**src/rtl/sparc_exu_addsub_pkg.sv**
```systemverilog
// rtl/sparc_exu_addsub_pkg.sv - shared flag struct and default sizes for the pipelined add/sub unit
package sparc_exu_addsub_pkg;

   localparam int DEF_WIDTH = 64;
   localparam int DEF_SPLIT = 32;
   localparam int DEF_TAG_W = 6;

   // Per-segment condition flags reported to the ECL alongside each sum
   typedef struct packed {
      logic cout_hi;
      logic cout_lo;
      logic ovf_hi;
      logic ovf_lo;
      logic zero_hi;
      logic zero_lo;
   } addsub_flags_t;

endpackage

```
**src/rtl/sparc_exu_addsub_seg.sv**
```systemverilog
// rtl/sparc_exu_addsub_seg.sv - combinational N-bit adder segment with carry and signed overflow
module sparc_exu_addsub_seg #(
   parameter int N = 32
) (
   input  logic [N-1:0] a,
   input  logic [N-1:0] b,
   input  logic         cin,
   output logic [N-1:0] sum,
   output logic         cout,
   output logic         ovf
);

   // Full add; the extra top bit is the carry out of the segment msb
   assign {cout, sum} = {1'b0, a} + {1'b0, b} + {{N{1'b0}}, cin};

   // Signed overflow: like-signed operands producing a result of the other sign
   assign ovf = (a[N-1] == b[N-1]) & (sum[N-1] != a[N-1]);

endmodule

```
**src/rtl/sparc_exu_aluaddsub_pipe.sv**
```systemverilog
// rtl/sparc_exu_aluaddsub_pipe.sv - two-stage split add/sub with valid/ready, flush and ECL flags (option EXU_ADDSUB_SPR_EN)
module sparc_exu_aluaddsub_pipe
   import sparc_exu_addsub_pkg::*;
#(
   parameter int WIDTH = DEF_WIDTH,
   parameter int SPLIT = DEF_SPLIT,
   parameter int TAG_W = DEF_TAG_W
) (
   input  logic             clk,
   input  logic             arst_l,
   input  logic             flush,
   input  logic             in_vld,
   output logic             in_rdy,
   input  logic [WIDTH-1:0] in_rs1,
   input  logic [WIDTH-1:0] in_rs2,
   input  logic             in_invert,
   input  logic             in_cin,
   input  logic [TAG_W-1:0] in_tag,
   output logic             out_vld,
   input  logic             out_rdy,
   output logic [WIDTH-1:0] out_sum,
   output logic [TAG_W-1:0] out_tag,
   output logic             out_cout_hi_l,
   output logic             out_cout_lo,
   output logic             out_ovf_hi,
   output logic             out_ovf_lo,
   output logic             out_zero_hi,
   output logic             out_zero_lo,
   output logic [1:0]       out_in2_msb
`ifdef EXU_ADDSUB_SPR_EN
   ,
   output logic             out_spr_zero
`endif
);

   localparam int HI_W = WIDTH - SPLIT;

   logic             s1_vld;
   logic             s1_adv;
   logic             s2_adv;
   logic             accept;
   logic [WIDTH-1:0] b_x;

   logic [SPLIT-1:0] lo_sum;
   logic             lo_cout;
   logic             lo_ovf;

   logic [HI_W-1:0]  s1_a_hi;
   logic [HI_W-1:0]  s1_b_hi;
   logic [SPLIT-1:0] s1_sum_lo;
   logic             s1_c_lo;
   logic             s1_ovf_lo;
   logic             s1_b_lo_msb;
   logic [TAG_W-1:0] s1_tag;

   logic [HI_W-1:0]  hi_sum;
   logic             hi_cout;
   logic             hi_ovf;

   addsub_flags_t    flags_d;
   addsub_flags_t    flags_q;

   // The output register is stage 2, so out_vld doubles as the stage-2 valid
   assign s2_adv = ~out_vld | out_rdy;
   assign s1_adv = s1_vld & s2_adv;
   assign in_rdy = ~flush & (~s1_vld | s2_adv);
   assign accept = in_vld & in_rdy;

   assign b_x = in_rs2 ^ {WIDTH{in_invert}};

   sparc_exu_addsub_seg #(.N(SPLIT)) u_seg_lo (
      .a   (in_rs1[SPLIT-1:0]),
      .b   (b_x[SPLIT-1:0]),
      .cin (in_cin),
      .sum (lo_sum),
      .cout(lo_cout),
      .ovf (lo_ovf)
   );

   sparc_exu_addsub_seg #(.N(HI_W)) u_seg_hi (
      .a   (s1_a_hi),
      .b   (s1_b_hi),
      .cin (s1_c_lo),
      .sum (hi_sum),
      .cout(hi_cout),
      .ovf (hi_ovf)
   );

   // Stage-1 occupancy: flush wins, then a new accept, then hand-off to stage 2
   always_ff @(posedge clk or negedge arst_l) begin
      if (!arst_l) begin
         s1_vld <= 1'b0;
      end else if (flush) begin
         s1_vld <= 1'b0;
      end else if (accept) begin
         s1_vld <= 1'b1;
      end else if (s1_adv) begin
         s1_vld <= 1'b0;
      end
   end

   // Stage-1 payload: low half result plus the high operand halves for stage 2
   always_ff @(posedge clk) begin
      if (accept) begin
         s1_a_hi     <= in_rs1[WIDTH-1:SPLIT];
         s1_b_hi     <= b_x[WIDTH-1:SPLIT];
         s1_sum_lo   <= lo_sum;
         s1_c_lo     <= lo_cout;
         s1_ovf_lo   <= lo_ovf;
         s1_b_lo_msb <= b_x[SPLIT-1];
         s1_tag      <= in_tag;
      end
   end

   // Flags for the op leaving stage 1
   always_comb begin
      flags_d         = '0;
      flags_d.cout_hi = hi_cout;
      flags_d.cout_lo = s1_c_lo;
      flags_d.ovf_hi  = hi_ovf;
      flags_d.ovf_lo  = s1_ovf_lo;
      flags_d.zero_lo = ~|s1_sum_lo;
      flags_d.zero_hi = ~|s1_sum_lo & ~|hi_sum;
   end

   // Stage 2 / output registers: loaded on advance, held while the consumer stalls
   always_ff @(posedge clk or negedge arst_l) begin
      if (!arst_l) begin
         out_vld     <= 1'b0;
         out_sum     <= '0;
         out_tag     <= '0;
         flags_q     <= '0;
         out_in2_msb <= 2'b00;
      end else begin
         if (flush) begin
            out_vld <= 1'b0;
         end else if (s2_adv) begin
            out_vld <= s1_vld;
         end
         if (s1_adv && !flush) begin
            out_sum     <= {hi_sum, s1_sum_lo};
            out_tag     <= s1_tag;
            flags_q     <= flags_d;
            out_in2_msb <= {s1_b_hi[HI_W-1], s1_b_lo_msb};
         end
      end
   end

   assign out_cout_hi_l = ~flags_q.cout_hi;
   assign out_cout_lo   = flags_q.cout_lo;
   assign out_ovf_hi    = flags_q.ovf_hi;
   assign out_ovf_lo    = flags_q.ovf_lo;
   assign out_zero_hi   = flags_q.zero_hi;
   assign out_zero_lo   = flags_q.zero_lo;

`ifdef EXU_ADDSUB_SPR_EN
   // Zero predict without the carry chain: a zero sum means every carry into bit i
   // equals a|b of bit i-1, with cin as the carry into bit 0
   logic [WIDTH-2:0] a_or_b;
   logic             spr_d;
   logic             s1_spr;

   assign a_or_b = in_rs1[WIDTH-2:0] | b_x[WIDTH-2:0];
   assign spr_d  = ~|(in_rs1 ^ b_x ^ {a_or_b, in_cin});

   // Prediction travels beside the stage-1 payload
   always_ff @(posedge clk) begin
      if (accept) begin
         s1_spr <= spr_d;
      end
   end

   // Prediction output register tracks the stage-2 load
   always_ff @(posedge clk or negedge arst_l) begin
      if (!arst_l) begin
         out_spr_zero <= 1'b0;
      end else if (s1_adv && !flush) begin
         out_spr_zero <= s1_spr;
      end
   end
`endif

endmodule

```
**config.mk**
```make
export PLATFORM = sky130hd
export DESIGN_NAME = sparc_exu_aluaddsub_pipe
export DESIGN_NICKNAME = d
export VERILOG_FILES = /design/src/rtl/sparc_exu_addsub_pkg.sv /design/src/rtl/sparc_exu_addsub_seg.sv /design/src/rtl/sparc_exu_aluaddsub_pipe.sv
export SDC_FILE = /design/constraint.sdc
export NUM_CORES = 1
export LEC_CHECK = 0
export ABC_AREA = 1
export CAP_MARGIN = 20
export CORE_ASPECT_RATIO = 0.8
export CORE_MARGIN = 8
export CORE_UTILIZATION = 53
export DETAILED_ROUTE_END_ITERATION = 6
export GPL_TIMING_DRIVEN = 0
export PLACE_DENSITY_LB_ADDON = 0.1
export RECOVER_POWER = 50
export SLEW_MARGIN = 20
export SYNTH_ARGS = -nofsm -noshare
export SYNTH_HDL_FRONTEND = slang
export SYNTH_SLANG_ARGS = --single-unit
```
**constraint.sdc**
```tcl
create_clock -name clk -period 7.4 [get_ports clk]
set_input_delay 1.48 -clock clk [delete_from_list [all_inputs] [get_ports clk]]
set_output_delay 1.48 -clock clk [all_outputs]
set_load 0.02 [all_outputs]
```
* Word level (Yosys, flattened, before mapping)
Index checks and enable logic that the tools add are counted.
** Operators by class
- Eq/ne operators :: 4
- Bitwise logic cells :: 13
- Add/subtract/negate cells :: 4
- Reduce and logical (&&, ||, !) cells :: 8
- Multiplexer cells :: 5
** Operator list (number)
- $add A32 B32 Y33 :: 2
- $add A33 B1 Y33 :: 2
- $reduce_or A32 Y1 :: 2
- $xor A64 B64 Y64 :: 1
- $and A1 B1 Y1 :: 6
- $mux W1 :: 5
- $not A1 Y1 :: 4
- $logic_not A1 Y1 :: 3
- $reduce_bool A3 Y1 :: 1
- $eq A1 B1 Y1 :: 2
- $ne A1 B1 Y1 :: 2
- $or A1 B1 Y1 :: 2
- $reduce_bool A2 Y1 :: 1
- $logic_and A1 B1 Y1 :: 1
** Word-level totals
- Flip-flop bits (word level) :: 185

* Depth between registers and ports, before layout
Gate-level depths: netlist of run 1.
- Word-level depth :: 7
- Depth in mapped cells :: 18

* Cells and area by module
A second synthesis of run 1 with hierarchy kept.
** Unflattened totals
- Cells, all modules :: 1414
- Area, all modules :: 11457.2 sq um
** By module, submodules not included
- sparc_exu_aluaddsub_pipe :: cells each 570, area an instance 7044.3 sq um, seq. area each 5154.9 sq um, times used 1
- sparc_exu_addsub_seg (u_seg_lo) :: cells each 418, area an instance 2213.4 sq um, seq. area each 0.0 sq um, times used 1
- sparc_exu_addsub_seg (u_seg_hi) :: cells each 426, area an instance 2199.6 sq um, seq. area each 0.0 sq um, times used 1

* Least setup slack after synthesis of run 1
Ideal clock, no wire load.
- Path type :: input port to flip-flop
- Start :: input out_rdy
- End :: register s1_a_hi[0] (enable)
- Buffers on the path :: 0
- Library setup time :: 571 ps
- Slack :: 703 ps
- Arrival time :: 6126 ps
- Required time :: 6829 ps
- Cell stages on the path :: 6
- Path through :: inv_1 -> nand2_1 -> nor2_1 -> inv_1 -> nand2_1 -> nor2_1
** On the way
- Cells in the longest elaborated chain, start to end :: 4
** Ends and longest elaborated chain
- start, declared :: line sparc_exu_aluaddsub_pipe.sv:20 : input logic out_rdy,
- $or A1 B1 Y1 :: line sparc_exu_aluaddsub_pipe.sv:64 : assign s2_adv = ~out_vld | out_rdy;
- $or A1 B1 Y1 :: line sparc_exu_aluaddsub_pipe.sv:66 : assign in_rdy = ~flush & (~s1_vld | s2_adv);
- $and A1 B1 Y1 :: line sparc_exu_aluaddsub_pipe.sv:66
- $and A1 B1 Y1 :: line sparc_exu_aluaddsub_pipe.sv:67 : assign accept = in_vld & in_rdy;
- named net accept :: line sparc_exu_aluaddsub_pipe.sv:41 : logic accept;
- end signal, assigned :: line sparc_exu_aluaddsub_pipe.sv:105 : s1_a_hi <= in_rs1[WIDTH-1:SPLIT];
- end, declared :: line sparc_exu_aluaddsub_pipe.sv:48 : logic [HI_W-1:0] s1_a_hi;
The timed path passes the listed nets, and every way through them passes these cells.
A chain may end at the register's enable or synchronous reset.

==> results of run 1 <==
==> power breakdown <==
part | switching [mW] | internal (mW) | leakage [nW]
combinational | 0.600 | 0.415 | 4.60
clock | 0.442 | 0.446 | 0.271
sequential | 0.0711 | 1.25 | 1.95
total | 1.11 | 2.11 | 6.83
==> cell families (layout without fill, tap and decap cells) <==
group | after synthesis | in the layout | share of synthesized area, %
and+or+nand+nor | 658 | 658 | 23.9
buffers and inverters | 227 | 483 | 7.65
DFF | 185 | 185 | 45.8
AOI/OAI and AO/OA | 152 | 152 | 7.65
xor gates and xnor gates | 95 | 95 | 7.39
adders and majority gates | 66 | 66 | 7.60
==> path summary, 6_finish.rpt <==
path | slack [ns] | to | cells after the start
worst min-delay path | 0.45 | out_in2_msb[0] | 2
worst max-delay path | 2.26 | out_sum[16] | 2
min in group asynchronous | 1.56 | out_sum[54] | 1
worst max register to register | 4.27 | out_zero_hi | 15
max in group clk | 2.56 | s1_sum_lo[20] | 14
worst min register to register | 0.45 | out_in2_msb[0] | 2
==> through the flow <==
step,utilization (%),instance area (sq um)
after floorplan,-,11300
after global placement,66.4,13800
after detailed placement,67.0,13900
after CTS,69.7,14500
after global routing,69.3,14400
final,69.3,14400
==> registers in the layout, indices dropped and copies added (netlist names), 2 cells and up <==
register	cells
s1_b_hi	32
out_sum	64
s1_tag	6
s1_sum_lo	32
out_tag	6
out_in2_msb	2
s1_a_hi	32
==> layout make-up <==
class                           count  area, sq um  share of cell area (%)
Multi-Input combinational cell    971         5240                    36.4
Sequential cell                   185         5150                    35.8
Timing Repair Buffer              224         2240                    15.6
Inverter                          203          762                    5.30
Clock buffer                       18          429                    2.98
Tap cell                          269          337                    2.34
Clock inverter                     14          129                   0.896
Buffer                             24         93.8                   0.652
==> placed cells by master (no fill, tap or decap), drive strengths merged, types with 24 or more instances in the layout <==
cell type | synthesis | routed
nand2 | 439 | 439
a31oi | 24 | 24
clkdlybuf4s50 | 0 | 164
dfrtp | 80 | 80
a21oi | 52 | 52
nor2 | 121 | 121
ha | 62 | 62
nand3 | 59 | 59
inv | 203 | 212
edfxtp | 105 | 105
clkbuf | 17 | 43
xor2 | 87 | 87
o21ai | 58 | 58
dlygate4sd3 | 0 | 54
==> routing by layer <==
layer | up-vias | part of all wire, %
met2 | 420 | 43
met1 | 4697 | 45
met4 | 0 | 1.2
li1 | 4935 | -
met5 | - | 0
met3 | 29 | 11
==> worst register-to-register path: stages, from the launching register on <==
cell and delay (ns):
edfxtp_1 0.47, fa_1 0.50, fa_1 0.50, nand3_1 0.12, nand3_1 0.13, nand3_1 0.13
nand3_1 0.25, nand2_1 0.17, nand2_1 0.06, nand2_1 0.08, nand2_1 0.08, nor2_1 0.10
nand2_1 0.06, nor2_1 0.23, nand3_1 0.12, nand2_1 0.07
==> out/results.ini, run 1 <==
[drt]
drt_first_pass_iters=5
drt_iter0_drc=861
vias_per_cell=5.28
drc=0
vias=10081
ant_nets=0
wirelength_um=34300
routedWlPerCell_um=18.0

[clocking]
holdBufCountCts=0
ctsResizeCount=0
cts_tree=yes
cts_root_buffer=clkbuf_16
clock_path_buffers=2
numCtsBuffers=17
cts_max_level=4
path_clk_slew_ns=0.07
cts_setup_buffers=0
clkLatencyLatePin_ns=0.44
clkSinkCount=185

[timing]
setup_viol=0
finalClockSkew_ns=0.0202
finalHoldViolCount=0
finalSetupTns_ns=0
hold_slack_ns=0.445
rsz0062_at_grt=no
finalCritPeriodShare_pct=69.4
worst_pin_slew_ns=2.92
relSlewSlack_pct=-94.9
fmax_mhz=195
slew_violations=83
setup_ws_ns=2.26
layout_min_cycle_time_ns=5.14

[logic_synthesis]
synth_ff_type=edfxtp_1
yosysTopAreaCellShare_pct=28.0
ys_seq_area_share_pct=45.8
synth-edff-count=105
synth_cells=1383
ys_ff_latch=185
synth_commonest_cells=430 x nand2_1, 203 x inv_1, 115 x nor2_1
syn_area_per_cell_sq_um=8.14
yosysWarnings=0
syn_nets=1590
syn-cell-area_sq_mm=0.0113
synth_cell_types=38
yosysTopAreaCell=edfxtp_1
synthTopCellsByArea=edfxtp_1 28%, dfrtp_1 18%, nand2_1 14%
synth_most_common_cell=nand2_1
synthArstFlopShare_pct=43.2

[grt]
use_met3_pct=8.17
busiest_layer=met2
overflow=0
grt_pass1_wl_um=53500
grtUsageMet1_pct=37.0
grt_max_degree=50
grtUsageTotal_pct=26.2
antenna_found_initial=0
met2_usage_pct=39.0
grt_pass1_vias=9895

[floorplanning]
dieArea_sq_mm=0.0262
dieWidth_um=179
start_util_pct=54.2
core_sq_mm=0.0208
fp.dieH_um=146
io_pins=221
fp-row-count=47

[setup_path]
critPathLaunch=arst_l
critPathMaxFanout=49
worst-path-buf-inv=2
critPathLaunchType=input pin
r2r_start=s1_c_lo
cpMostUsedCell=clkbuf_1
critPathArrivalTime_ns=5.04
cp_top_family=buffers and inverters
critPathMaxStageDelay_ns=2.11
cp_cell_sequence=clkbuf_1, clkbuf_1
slowest_stage=clkbuf_1
end_kind=async pin
crit_required_ns=7.31
critPathKind=input pin to async pin

[place]
gp_congestion=0.921
portBuffers=219
dp.cells=1876
post-place-ws_ns=2.46
dp_hpwl_um=27800

[outcome]
violations=capacitance limit, slew limit
status=finished, violations left

[power]
ir_drop_uv=170
power_density_mw_per_mm2=224
power_mw=3.22
power_leakage_nw=6.83

[min_path]
hold_path_class=flop to flop
min-delay-start=s1_b_lo_msb

[cells_and_area]
area_delta_synth_final_pct=27.8
finalNonFillerCells=1908
num-fill-cells=1749
num_antenna_cells=0
nets=1833
drive_gt1_share_pct=3.66

[flow_run]
maxCapViolCount=2

Power figures use the tool's default switching activity.
==> inputs of run 2 (changes only) <==
--- a/config.mk
+++ b/config.mk
@@ -9,7 +9,7 @@
 export CAP_MARGIN = 20
 export CORE_ASPECT_RATIO = 0.8
 export CORE_MARGIN = 8
-export CORE_UTILIZATION = 53
+export CORE_UTILIZATION = 48
 export DETAILED_ROUTE_END_ITERATION = 6
 export GPL_TIMING_DRIVEN = 0
 export PLACE_DENSITY_LB_ADDON = 0.1
==> constraint.sdc (replaced) <==
create_clock -name clk -period 4.7 [get_ports clk]
set_input_delay 0.94 -clock clk [delete_from_list [all_inputs] [get_ports clk]]
set_output_delay 0.94 -clock clk [all_outputs]
set_load 0.02 [all_outputs]
==> out/results.ini, run 2 (synthesized netlist as in run 1, its figures left out) <==
[outcome]
status=finished, violations left  ; unchanged
violations=capacitance limit, slew limit  ; unchanged

[timing]
slew_violations=50  ; was 83
layout_min_cycle_time_ns=4.13
setup_viol=0  ; unchanged
worst_pin_slew_ns=2.21  ; was 2.92 ns
hold_slack_ns=0.445  ; about the same
fmax_mhz=242
finalClockSkew_ns=0.0113  ; was 0.0202 ns
finalHoldViolCount=0  ; unchanged
relSlewSlack_pct=-47.6  ; was -94.9%
finalCritPeriodShare_pct=87.9
rsz0062_at_grt=no  ; unchanged

[grt]
antenna_found_initial=2  ; was 0
grt_pass1_vias=9583  ; was 9895
overflow=0  ; unchanged
grt_pass1_wl_um=53200  ; was 53500 um
grtUsageTotal_pct=23.6  ; was 26.2%
grt_max_degree=52  ; was 50

[power]
switching_share_pct=33.4  ; was 34.6%
intPower_mw=3.39  ; was 2.11 mW
clockPowerShare_pct=28.4  ; was 27.6%
pwr-share-seq_pct=40.7  ; was 40.9%
p_sw_mw=1.70  ; was 1.11 mW
power_mw=5.09  ; was 3.22 mW
power_density_mw_per_mm2=350  ; was 224 mW/mm^2
ir_drop_uv=308  ; was 170 uV
power_leakage_nw=6.89  ; was 6.83 nW
combPwrFrac_pct=30.8  ; was 31.5%

[clocking]
cts_root_buffer=clkbuf_16  ; unchanged
numCtsBuffers=17  ; unchanged
cts_setup_buffers=0  ; unchanged
cts_max_level=4  ; unchanged
clkSinkCount=185  ; unchanged
cts_tree=yes  ; unchanged
holdBufCountCts=0  ; unchanged
clock_path_buffers=2  ; unchanged
path_clk_slew_ns=0.07  ; about the same
clkLatencyLatePin_ns=0.44  ; about the same
ctsResizeCount=0  ; unchanged

[cells_and_area]
nets=1833  ; unchanged
largest_reg_flops=64  ; unchanged
layout_common_cells=430 x nand2_1, 203 x inv_1, 127 x clkdlybuf4s50_1  ; was 430 x nand2_1, 203 x inv_1, 164 x clkdlybuf4s50_1
area_delta_synth_final_pct=29.0  ; was 27.8%
drive_gt1_share_pct=3.78  ; was 3.66%
fin_area_sq_mm=0.0145  ; was 0.0144 sq mm
regMostFlops=out_sum  ; unchanged
final_common_cell=nand2_1  ; unchanged

[setup_path]
critPathArrivalTime_ns=4.31  ; was 5.04 ns
critPathLaunchType=input pin  ; unchanged
end_kind=flop  ; was async pin
timing.reg2reg.setup_slack_ns=1.65  ; was 4.27 ns
slowest_stage=clkbuf_1  ; unchanged
critPathMaxStageDelay_ns=0.57  ; was 2.11 ns
critPathKind=input pin to flop  ; was input pin to async pin
cp_cell_sequence=clkbuf_1, buf_2, xnor2_1, fa_1, inv_1, fa_1, nand3_1, nand2_1, nand3_1, nand2_1, a21oi_1, o21ai_1, nand3_1, nand2_1, xor2_1  ; was clkbuf_1, clkbuf_1
r2r_end=s1_b_hi[10]  ; was out_zero_hi
critPathMaxFanout=10  ; was 49
crit_required_ns=4.88  ; was 7.31 ns
cp_top_family=buffers and inverters  ; unchanged
r2r_start=out_vld  ; was s1_c_lo
path_depth=15  ; was 2
rr_worst_depth=7  ; was 15
worst-path-buf-inv=3  ; was 2
critPathCapture=s1_sum_lo[24]  ; was out_sum[16]
critPathLaunch=in_invert  ; was arst_l

[drt]
wirelength_um=34100  ; was 34300 um
top_layer=met5  ; was met4
wl_met1_um=16400  ; was 15400 um
drt_iter0_drc=751  ; was 861
ant_nets=0  ; unchanged
vias_per_cell=5.05  ; was 5.28
drt_first_pass_iters=5  ; unchanged
dr_wl_met3_um=3170  ; was 3610 um
routedWlPerCell_um=17.5  ; was 18.0 um
wl_met2_um=14100  ; was 14800 um
drc=0  ; unchanged
vias=9854  ; was 10081

[floorplanning]
dieArea_sq_mm=0.0286  ; was 0.0262 sq mm
fp-row-count=50  ; was 47
dieWidth_um=187  ; was 179 um
io_pins=221  ; unchanged
start_util_pct=48.5  ; was 54.2%
fp.dieH_um=153  ; was 146 um
core_sq_mm=0.0232  ; was 0.0208 sq mm

[place]
gp_congestion=0.923  ; was 0.921
dp_hpwl_um=27600  ; was 27800 um
place_area_sq_mm=0.0140  ; was 0.0139 sq mm
portBuffers=219  ; unchanged

[flow_run]
maxCapViolCount=2  ; unchanged

[min_path]
whs_path_depth=2  ; unchanged
hold_path_class=flop to flop  ; unchanged

==> run 2: tightest hold or removal path: cells and delay by family (launching register included) <==
family           cells  cell delay, ns
flip-flops           1            0.32
AND/OR/NAND/NOR      2            0.10
==> run 2: routing by layer <==
layer	vias to the layer above	GRT usage (%)
met5	-	0
met4	4	4.30
met3	26	7.39
met2	332	34.4
met1	4554	34.2
li1	4938	-
==> run 2: per-stage QoR <==
step / utilization, % / setup TNS (ns) / setup slack (ns) / cells
6_report: 62.6 / 0 / 0.570 / 1953
5_1_grt: 62.5 / 0 / 0.376 / 1951
4_1_cts: 62.7 / 0 / 0.614 / 1951
3_5_place_dp: 60.2 / 0 / 0.183 / 1919
3_3_place_gp: 59.6 / -186.13 / -1.38 / 1914
2_1_floorplan: - / 0 / 0.336 / 1383
==> run 2: cell type report <==
type | instances | area, sq um
multi-input combinational | 971 | 5240
antenna | 2 | 5.00
buffer | 24 | 95.1
inverter | 203 | 762
clock inverter | 13 | 144
timing repair buffer | 224 | 2290
tap | 312 | 390
clock buffer | 19 | 433
sequential | 185 | 5150
fill | 2042 | 8690
==> run 2: power groups by stage <==
stage	Clock [mW]	Combinational, mW	Sequential, mW
floorplan	0	0.727	2.26
global placement	0	1.58	2.11
detailed placement	0	1.61	2.11
CTS	1.46	1.62	2.08
global route	1.52	1.73	2.09
finish	1.45	1.57	2.07
==> run 2: how the worst min path moves through the flow <==
stage                 from             end  slack [ns]
6_report         s1_tag[3]      out_tag[3]        0.45
5_1_grt          s1_tag[0]      out_tag[0]        0.48
4_1_cts             arst_l     out_sum[24]        0.45
3_5_place_dp     s1_tag[5]      out_tag[5]        0.44
3_3_place_gp   s1_b_lo_msb  out_in2_msb[0]        0.42
2_1_floorplan  s1_b_lo_msb  out_in2_msb[0]        0.42
==> inputs of run 3 (changes only) <==
--- a/config.mk
+++ b/config.mk
@@ -14,6 +14,7 @@
 export GPL_TIMING_DRIVEN = 0
 export PLACE_DENSITY_LB_ADDON = 0.1
 export RECOVER_POWER = 50
+export SETUP_SLACK_MARGIN = 0.5
 export SLEW_MARGIN = 20
 export SYNTH_ARGS = -nofsm -noshare
 export SYNTH_HDL_FRONTEND = slang
==> out/results.ini, run 3 (synthesized netlist as in run 1, its figures left out) <==
[setup_path]
end_kind=flop  ; unchanged
critPathKind=input pin to flop  ; unchanged
critPathArrivalTime_ns=4.09  ; was 4.31 ns
critPathMaxFanout=10  ; unchanged
slowest_stage=clkbuf_1  ; unchanged
cp_top_family=buffers and inverters  ; unchanged
worst-path-buf-inv=3  ; unchanged
crit_required_ns=4.88  ; about the same
critPathMaxStageDelay_ns=0.48  ; was 0.57 ns
critPathLaunchType=input pin  ; unchanged
cp_cell_sequence=clkbuf_1, buf_2, xnor2_1, fa_1, inv_1, fa_1, nand3_1, nand2_1, nand3_1, nand2_1, a21oi_1, o21ai_1, nand3_1, nand2_1, xor2_1  ; unchanged

[floorplanning]
dieWidth_um=187  ; unchanged
start_util_pct=48.5  ; unchanged
dieArea_sq_mm=0.0286  ; unchanged
io_pins=221  ; unchanged
core_sq_mm=0.0232  ; unchanged
fp-row-count=50  ; unchanged
fp.dieH_um=153  ; unchanged

[drt]
vias=9778  ; was 9854
vias_per_cell=5.01  ; was 5.05
routedWlPerCell_um=17.3  ; was 17.5 um
dr_wl_met3_um=2930  ; was 3170 um
ant_nets=0  ; unchanged
top_layer=met5  ; unchanged
drt_first_pass_iters=5  ; unchanged
drt_iter0_drc=757  ; was 751
drc=0  ; unchanged
wl_met2_um=13800  ; was 14100 um
wirelength_um=33800  ; was 34100 um
wl_met1_um=16800  ; was 16400 um

[timing]
setup_viol=0  ; unchanged
hold_slack_ns=0.441  ; was 0.445 ns
rsz0062_at_grt=no  ; unchanged
slew_violations=49  ; was 50
fmax_mhz=256  ; was 242 MHz
relSlewSlack_pct=-38.2  ; was -47.6%
finalClockSkew_ns=0.0156  ; was 0.0113 ns
layout_min_cycle_time_ns=3.91  ; was 4.13 ns
finalSetupTns_ns=0  ; unchanged
finalHoldViolCount=0  ; unchanged
finalCritPeriodShare_pct=83.2  ; was 87.9%
worst_pin_slew_ns=2.07  ; was 2.21 ns

[grt]
grtUsageTotal_pct=23.6  ; about the same
grt_pass1_vias=9609  ; was 9583
grt_max_degree=52  ; unchanged
antenna_found_initial=2  ; unchanged
grt_pass1_wl_um=53200  ; about the same
overflow=0  ; unchanged

[min_path]
hold_path_class=flop to flop  ; unchanged

[outcome]
violations=capacitance limit, slew limit  ; unchanged
status=finished, violations left  ; unchanged

[cells_and_area]
regMostFlops=out_sum  ; unchanged
largest_reg_flops=64  ; unchanged
nets=1833  ; unchanged
layout_common_cells=430 x nand2_1, 203 x inv_1, 133 x clkdlybuf4s50_1  ; was 430 x nand2_1, 203 x inv_1, 127 x clkdlybuf4s50_1
final_common_cell=nand2_1  ; unchanged
drive_gt1_share_pct=3.90  ; was 3.78%
finalNonFillerCells=1953  ; unchanged
area_delta_synth_final_pct=29.0  ; unchanged
utilization_pct=62.6  ; unchanged

[place]
gp_congestion=0.908  ; was 0.923
dp_hpwl_um=27800  ; was 27600 um
portBuffers=219  ; unchanged
dp.cells=1919  ; unchanged

[clocking]
cts_root_buffer=clkbuf_16  ; unchanged
clock_path_buffers=2  ; unchanged
holdBufCountCts=0  ; unchanged
numCtsBuffers=17  ; unchanged
path_clk_slew_ns=0.08  ; was 0.07 ns
clkLatencyLatePin_ns=0.44  ; about the same
cts_setup_buffers=0  ; unchanged
cts_max_level=4  ; unchanged
clkSinkCount=185  ; unchanged
ctsResizeCount=0  ; unchanged
cts_tree=yes  ; unchanged

[flow_run]
maxCapViolCount=2  ; unchanged

[power]
power_density_mw_per_mm2=350  ; about the same
ir_drop_uv=306  ; was 308 uV
power_mw=5.08  ; was 5.09 mW
power_leakage_nw=6.89  ; about the same

run 3: cell count changes in the layout (fill, tap and decap cells not counted):
cell             before  now
clkbuf_16            17   18
clkinv_2              2    0
clkinv_4              2    1
clkinv_8              0    1
clkinvlp_4            2    1
clkbuf_1             22   21
bufinv_16             2    0
clkdlybuf4s50_1     127  133
inv_6                 3    7
clkinv_1              1    0
dlygate4sd3_1        91   85
inv_8                 1    2
inv_4                 0    1
run 3: cell type report:
cell class / count / area, sq um
Tap cell: 312 / 390
Clock inverter: 13 / 123
Antenna cell: 2 / 5.00
Buffer: 24 / 95.1
Timing Repair Buffer: 224 / 2290
Inverter: 203 / 762
Multi-Input combinational cell: 971 / 5240
Sequential cell: 185 / 5150
Fill cell: 2084 / 8690
Clock buffer: 19 / 454
run 3: final timing paths:
| kind | start | to | slack [ns] | depth (start not counted) |
|---|---|---|---|---|
| setup / recovery | in_invert | s1_sum_lo[24] | 0.79 | 15 |
| hold / removal | s1_ovf_lo | out_ovf_lo | 0.44 | 2 |
| setup reg to reg | s1_a_hi[0] | out_zero_hi | 1.70 | 15 |
| hold reg to reg | s1_ovf_lo | out_ovf_lo | 0.44 | 2 |
| max in group asynchronous | arst_l | out_sum[5] | 1.51 | 2 |
| min in group asynchronous | arst_l | out_sum[25] | 0.98 | 1 |
run 3: per-stage QoR:
stage                     setup WS, ns  instance area (sq um)
after floorplan                   1.10                  11300
after global placement          -0.596                  13800
after detailed placement         0.339                  14000
after CTS                        0.808                  14600
after global routing             0.546                  14500
final                            0.791                  14500
run 3: worst reg2reg max path, stage by stage (launching register included):
cell and delay (ns):
edfxtp_1 0.42, fa_1 0.53, fa_1 0.50, nand3_1 0.12
nand3_1 0.11, nand3_1 0.13, nand3_1 0.23, nand2_1 0.17
nand2_1 0.06, nand2_1 0.07, nand2_1 0.06, nor2_1 0.13
nand2_1 0.07, nor2_1 0.18, nand3_1 0.11, nand2_1 0.06
run 3: layer usage:
metal	up-vias	global-route usage (%)
met3	18	6.23
li1	4948	-
met2	312	33.7
met4	2	4.38
met5	-	0
met1	4498	35.4
run 3: where the power goes:
part	switching [mW]	total, mW	internal [mW]
Clock	0.708	1.44	0.735
Combinational	0.937	1.58	0.639
Sequential	0.104	2.06	1.96
Total	1.75	5.08	3.33
